[src/rtl/gemm_pkg.sv]
// Shared widths and readback state encoding for the GEMM result reader.
package gemm_pkg;

    localparam int OUT_DATA_W  = 32;
    localparam int ADDR_W      = 12;
    localparam int SIZE_ADDR_W = 8;

    typedef enum logic [1:0] {
        ST_IDLE  = 2'd0,
        ST_READ  = 2'd1,
        ST_DRAIN = 2'd2,
        ST_DONE  = 2'd3
    } rd_state_e;

endpackage

[src/rtl/result_skid_buffer.sv]
// Two-entry FIFO between the SRAM read return and the result stream.
// r_head is always the oldest entry, so the output needs no read mux.
module result_skid_buffer
    import gemm_pkg::*;
#(
    parameter int Width = OUT_DATA_W + 1
) (
    input  logic             clk_i,
    input  logic             rst_i,
    input  logic             in_valid_i,
    output logic             in_ready_o,
    input  logic [Width-1:0] in_data_i,
    output logic             out_valid_o,
    input  logic             out_ready_i,
    output logic [Width-1:0] out_data_o,
    output logic [1:0]       occupancy_o
);

    logic [1:0]       r_count;
    logic [Width-1:0] r_head;
    logic [Width-1:0] r_tail;
    logic             w_push;
    logic             w_pop;

    assign out_valid_o = (r_count != 2'd0);
    assign in_ready_o  = (r_count != 2'd2) || out_ready_i;
    assign out_data_o  = r_head;
    assign occupancy_o = r_count;
    assign w_push      = in_valid_i && in_ready_o;
    assign w_pop       = out_valid_o && out_ready_i;

    always_ff @(posedge clk_i) begin
        if (rst_i) begin
            r_count <= 2'd0;
            r_head  <= '0;
            r_tail  <= '0;
        end else begin
            case ({w_push, w_pop})
                2'b10: begin
                    if (r_count == 2'd0) r_head <= in_data_i;
                    else                 r_tail <= in_data_i;
                    r_count <= r_count + 2'd1;
                end
                2'b01: begin
                    r_head  <= r_tail;
                    r_count <= r_count - 2'd1;
                end
                2'b11: begin
                    // Occupancy unchanged; the new entry lands behind whatever remains.
                    if (r_count == 2'd1) begin
                        r_head <= in_data_i;
                    end else begin
                        r_head <= r_tail;
                        r_tail <= in_data_i;
                    end
                end
                default: ;
            endcase
        end
    end

endmodule

[src/rtl/gemm_result_reader.sv]
// Streams an M x N result matrix out of SRAM C in row-major order through
// a 2-entry buffer, with reads throttled so returned data always has a slot.
module gemm_result_reader
    import gemm_pkg::*;
#(
    parameter int OutDataWidth  = OUT_DATA_W,
    parameter int AddrWidth     = ADDR_W,
    parameter int SizeAddrWidth = SIZE_ADDR_W
) (
    input  logic                           clk_i,
    input  logic                           rst_i,
    input  logic                           start_i,
    input  logic [SizeAddrWidth-1:0]       M_size_i,
    input  logic [SizeAddrWidth-1:0]       N_size_i,
    input  logic [AddrWidth-1:0]           base_addr_i,
    output logic [AddrWidth-1:0]           sram_c_addr_o,
    input  logic [OutDataWidth-1:0]        sram_c_rdata_i,
    output logic signed [OutDataWidth-1:0] res_data_o,
    output logic                           res_valid_o,
    input  logic                           res_ready_i,
    output logic                           res_last_o,
    output logic                           busy_o,
    output logic                           done_o
);

    rd_state_e                r_state;
    logic [SizeAddrWidth-1:0] r_m_size;
    logic [SizeAddrWidth-1:0] r_n_size;
    logic [SizeAddrWidth-1:0] r_row;
    logic [SizeAddrWidth-1:0] r_col;
    logic [AddrWidth-1:0]     r_addr;
    logic [AddrWidth-1:0]     r_sram_addr;
    logic                     r_armed;
    logic                     r_rd_pend;
    logic                     r_rd_last;

    logic                     w_zero;
    logic                     w_last_issue;
    logic                     w_issue;
    logic                     w_pop;
    logic                     w_fifo_in_ready;
    logic [1:0]               w_occ;
    logic [2:0]               w_credit;
    logic [OutDataWidth:0]    w_head;

    assign w_zero       = (M_size_i == '0) || (N_size_i == '0);
    assign w_last_issue = (r_row == r_m_size - 1'b1) && (r_col == r_n_size - 1'b1);
    assign w_pop        = res_valid_o && res_ready_i;

    // Slots committed once this cycle's pop retires: buffered plus the read whose data is on the bus.
    assign w_credit = {1'b0, w_occ} + {2'b00, r_rd_pend} - {2'b00, w_pop};
    assign w_issue  = (r_state == ST_READ) && r_armed && w_fifo_in_ready && (w_credit < 3'd2);

    assign sram_c_addr_o = w_issue ? r_addr : r_sram_addr;
    assign busy_o        = (r_state != ST_IDLE);
    assign done_o        = (r_state == ST_DONE);
    assign res_data_o    = w_head[OutDataWidth-1:0];
    assign res_last_o    = res_valid_o && w_head[OutDataWidth];

    always_ff @(posedge clk_i) begin
        if (rst_i) begin
            r_state     <= ST_IDLE;
            r_m_size    <= '0;
            r_n_size    <= '0;
            r_row       <= '0;
            r_col       <= '0;
            r_addr      <= '0;
            r_sram_addr <= '0;
            r_armed     <= 1'b0;
            r_rd_pend   <= 1'b0;
            r_rd_last   <= 1'b0;
        end else begin
            r_rd_pend <= w_issue;
            r_rd_last <= w_issue && w_last_issue;
            case (r_state)
                ST_IDLE: begin
                    if (start_i) begin
                        r_m_size <= M_size_i;
                        r_n_size <= N_size_i;
                        r_row    <= '0;
                        r_col    <= '0;
                        r_addr   <= base_addr_i;
                        r_armed  <= 1'b0;
                        r_state  <= w_zero ? ST_DONE : ST_READ;
                    end
                end
                ST_READ: begin
                    // First READ cycle is a setup slot, fixing first-beat latency at 3 cycles.
                    r_armed <= 1'b1;
                    if (w_issue) begin
                        r_sram_addr <= r_addr;
                        r_addr      <= r_addr + 1'b1;
                        if (r_col == r_n_size - 1'b1) begin
                            r_col <= '0;
                            r_row <= r_row + 1'b1;
                        end else begin
                            r_col <= r_col + 1'b1;
                        end
                        if (w_last_issue) r_state <= ST_DRAIN;
                    end
                end
                ST_DRAIN: begin
                    if (w_pop && w_head[OutDataWidth]) r_state <= ST_DONE;
                end
                ST_DONE:  r_state <= ST_IDLE;
                default:  r_state <= ST_IDLE;
            endcase
        end
    end

    result_skid_buffer #(
        .Width(OutDataWidth + 1)
    ) u_skid (
        .clk_i      (clk_i),
        .rst_i      (rst_i),
        .in_valid_i (r_rd_pend),
        .in_ready_o (w_fifo_in_ready),
        .in_data_i  ({r_rd_last, sram_c_rdata_i}),
        .out_valid_o(res_valid_o),
        .out_ready_i(res_ready_i),
        .out_data_o (w_head),
        .occupancy_o(w_occ)
    );

endmodule
[config.mk]
export PLATFORM = sky130hd
export DESIGN_NAME = gemm_result_reader
export DESIGN_NICKNAME = d
export VERILOG_FILES = /design/src/rtl/gemm_pkg.sv /design/src/rtl/result_skid_buffer.sv /design/src/rtl/gemm_result_reader.sv
export SDC_FILE = /design/constraint.sdc
export NUM_CORES = 1
export LEC_CHECK = 0
export CORE_ASPECT_RATIO = 0.7
export CORE_MARGIN = 4
export CORE_UTILIZATION = 25
export DETAILED_ROUTE_END_ITERATION = 10
export PLACE_DENSITY = 0.46
export SYNTH_ARGS = -nofsm -noshare
export SYNTH_HDL_FRONTEND = slang
export SYNTH_HIERARCHICAL = 1
export SYNTH_SLANG_ARGS = --single-unit
[constraint.sdc]
create_clock -name clk_i -period 3.9 [get_ports clk_i]
set_clock_uncertainty 0.05 [all_clocks]
set_input_delay 0.39 -clock clk_i [delete_from_list [all_inputs] [get_ports clk_i]]
set_output_delay 0.39 -clock clk_i [all_outputs]
set_load 0.02 [all_outputs]
==> results.sh <==
export IMPL_status="complete, no violations"
export IMPL_slew_headroom=0.305
export IMPL_io_pins=112
export IMPL_die_w_um=197
export IMPL_grt_pass1_wl_mm=30.4
export IMPL_synth_top_cell_by_area="dfxtp_1"
export IMPL_layout_drive_gt1_share=0.113
export IMPL_min_to="u_skid/r_tail[27]"
export IMPL_regArea_mm2=0.00258
export IMPL_synth_edf_count=0
export IMPL_cts_sinks=129
export IMPL_grt_max_degree=51
export IMPL_clock_fmax_mhz=270
export IMPL_hp_start="u_skid/r_tail[27]"
export IMPL_multi_input_area_mm2=0.00341
export IMPL_start_util=0.254
export IMPL_row_count=48
export IMPL_worst_setup_path_start_kind="flip-flop"
export IMPL_hold_violations=0
export IMPL_ys_types=63
export IMPL_hold_path_class="flip-flop to flip-flop"
export IMPL_netlist_area_mm2=0.00628
export IMPL_min_period_ns=3.70
export IMPL_overflow=0
export IMPL_tns_ns=0
export IMPL_p_total_mw=5.51
export IMPL_rsz0062_at_grt="false"
export IMPL_drt_iter0_markers=323
export IMPL_cp_arrival_ns=3.26
export IMPL_die_area_mm2=0.0278
export IMPL_rrSetupSlack_ns=0.37
export IMPL_vias=5534
export IMPL_clk_pin_slew_worst_paths_ns=0.05
export IMPL_io_buffers=111
export IMPL_r2r_end="r_state[1]"
export IMPL_max_cap_viol_count=0
export IMPL_synth_top_cell_area_share=0.411
export IMPL_cp_end_kind="output pin"
export IMPL_setup_viol=0
export IMPL_syn_area_per_cell_um2=8.35
export IMPL_p_leak_nw=2.97
export IMPL_nFillCells=2606
export IMPL_synth_ff_type="dfxtp_1"
export IMPL_yosysWarnings=6
export IMPL_wl_per_cell_um=15.9
export IMPL_crit_type="flip-flop to output pin"
export IMPL_routabilityCongestion=0.754
export IMPL_clk_latency_ns=0.42
export IMPL_final_antenna_net_count=0
export IMPL_dp_hpwl_mm=12.6
export IMPL_async_reset_ff_frac=0
export IMPL_cts_htree_levels=4
export IMPL_core_mm2=0.0247
export IMPL_worst_slew_pin_slew_ns=1.04
export IMPL_wl_mm=18.8
export IMPL_finalCritPeriodShare=0.949
export IMPL_nNetsFinal=930
export IMPL_slew_violations=0
export IMPL_cts_root_buf="clkbuf_16"
export IMPL_area_growth_pct=31.9
export IMPL_firstDrtPassIters=6
export IMPL_r2r_start="u_skid/occupancy_o[1]"
export IMPL_synth_seq_area_share=0.411
export IMPL_worstPathRequired_ns=3.46
export IMPL_groute_usage_overall=0.138
export IMPL_worstPathMaxFanout=15
export IMPL_cellPowerDensity_mw_per_mm2=666
export IMPL_cts_tree="yes"
export IMPL_cts_inserted_buffers=17
export IMPL_die_h_um=141
export IMPL_viasPerCell=4.67
export IMPL_diodes=0
export IMPL_ys_ff_latch=129
export IMPL_syn_inst=752
export IMPL_cts_buffer_depth=2
export IMPL_synth_fp_nets=834
export IMPL_whs_path_depth=2
export IMPL_drc=0
export IMPL_irDropWorstVdd_mv=0.417
export IMPL_netlist_top_cells_area="dfxtp_1 41%, nand2_1 7.5%, a21oi_1 5.3%"
export IMPL_reg2regPathDepth=16
export IMPL_grt_antenna_before_repair=1
export IMPL_grt_pass1_vias=5351
[power by group]
group / leakage (nW) / internal (mW) / switching, mW
Combinational: 1.65 / 0.883 / 1.33
Clock: 0.276 / 0.971 / 0.617
Sequential: 1.05 / 1.51 / 0.194
[metrics by stage]
step	utilization	setup WS, ns	cells	hold WS [ns]	instance area (µm²)
after floorplan	-	0.365	752	0.386	6280
after global placement	0.312	0.0996	1153	0.394	7700
after detailed placement	0.312	0.0576	1153	0.400	7700
after CTS	0.335	0.0383	1184	0.385	8270
after global routing	0.336	0.0127	1185	0.419	8280
final	0.336	0.201	1185	0.404	8280
[what timing repair did]
action	in CTS	in global routing
resized for setup	15	18
setup buffers	0	1
pin swaps	0	1
endpoints found under the setup margin	12	13
hold buffers	0	0
[cell usage after synthesis, types with 5 or more instances]
cell	instances
nor3_2	6
nand3_1	12
nor3_1	48
ha_1	17
buf_2	14
clkbuf_1	28
and2_1	19
xnor2_1	15
nor2_1	58
buf_4	7
xor2_1	12
nor4_1	5
o21ai_1	8
o21ai_0	11
or4_1	5
nand2b_1	7
a221oi_2	11
inv_1	20
and3_1	10
nand4_1	11
mux2_2	12
nand2_1	126
a221oi_1	23
dfxtp_1	129
a211oi_1	7
mux2i_1	5
a21oi_1	67
[cell type report]
type,instances,share of cell area
Timing Repair Buffer,129,0.149
Clock buffer,22,0.0560
Inverter,21,0.00952
Clock inverter,9,0.0130
Multi-Input combinational cell,550,0.412
Tap cell,325,0.0491
Sequential cell,129,0.312
[critical path, stage by stage, from the launching register on]
cell and delay [ns]:
dfxtp_1 0.31, inv_1 0.13, ha_4 0.17, inv_1 0.05
and2_1 0.16, ha_1 0.28, nor2b_2 0.12, fa_1 0.40
nand4b_1 0.21, nor2_2 0.16, buf_12 0.17, mux2_2 0.35
dlygate4sd2_1 0.32
[worst max path at each step]
| stage | startpoint | slack, ns | to | cells past startpoint |
|---|---|---|---|---|
| global placement | res_ready_i | 0.1 | sram_c_addr_o[9] | 10 |
| global route | u_skid/occupancy_o[1] | 0.01 | sram_c_addr_o[1] | 12 |
| CTS | u_skid/occupancy_o[0] | 0.04 | sram_c_addr_o[9] | 12 |
| finish | u_skid/occupancy_o[1] | 0.20 | sram_c_addr_o[1] | 12 |
| floorplan | u_skid/occupancy_o[0] | 0.36 | sram_c_addr_o[0] | 11 |
| detailed placement | res_ready_i | 0.06 | sram_c_addr_o[9] | 10 |
[metal layers]
layer / share of wire / wire [µm] / vias to the layer above / GRT usage
li1: - / - / 2862 / -
met1: 0.56 / 10600 / 2564 / 0.214
met2: 0.38 / 7220 / 90 / 0.184
met3: 0.041 / 765 / 16 / 0.0368
met4: 0.0099 / 187 / 2 / 0.0357
met5: 0.00069 / 13 / - / 0
[registers in the layout, summed over array words and instances, names as in the netlist]
name / flops
u_skid/out_data_o: 33
u_skid/r_tail: 33
r_addr: 12
r_sram_addr: 12
r_col: 8
r_m_size: 8
r_n_size: 8
r_row: 8
r_state: 2
u_skid/occupancy_o: 2
r_armed: 1
r_rd_last: 1
r_rd_pend: 1
[cell families (layout without fill, tap and decap cells)]
kind of cell             Yosys count  count (layout)  synth area share
buffers and inverters             73             181            0.0506
AND/OR/NAND/NOR                  325             325             0.250
adder cells (fa/ha/maj)           18              18            0.0371
multiplexers                      18              18            0.0319
AO/OA/AOI/OAI                    162             162             0.182
XOR/XNOR                          27              27            0.0376
flip-flops                       129             129             0.411
[layout by cell type, fill, tap and decap left out, drive strengths merged, types with 3 or more instances in the layout]
master / instances
xnor2: 15
a21boi: 4
and2: 19
clkdlybuf4s50: 98
or4: 5
mux2i: 5
nor2: 58
o21ai: 20
o31ai: 4
nand4: 11
mux2: 13
clkinv: 4
ha: 17
and3: 10
nand2: 127
a22oi: 4
a31oi: 3
xor2: 12
buf: 19
a221oi: 34
nor4: 7
nand2b: 8
dfxtp: 129
nand3: 12
nor2b: 4
nor3: 54
inv: 22
clkbuf: 26
a21oi: 68
or3: 3
a211oi: 7
clkdlybuf4s15: 6
o22ai: 3
No activity file was read; power rests on OpenSTA's default activity.
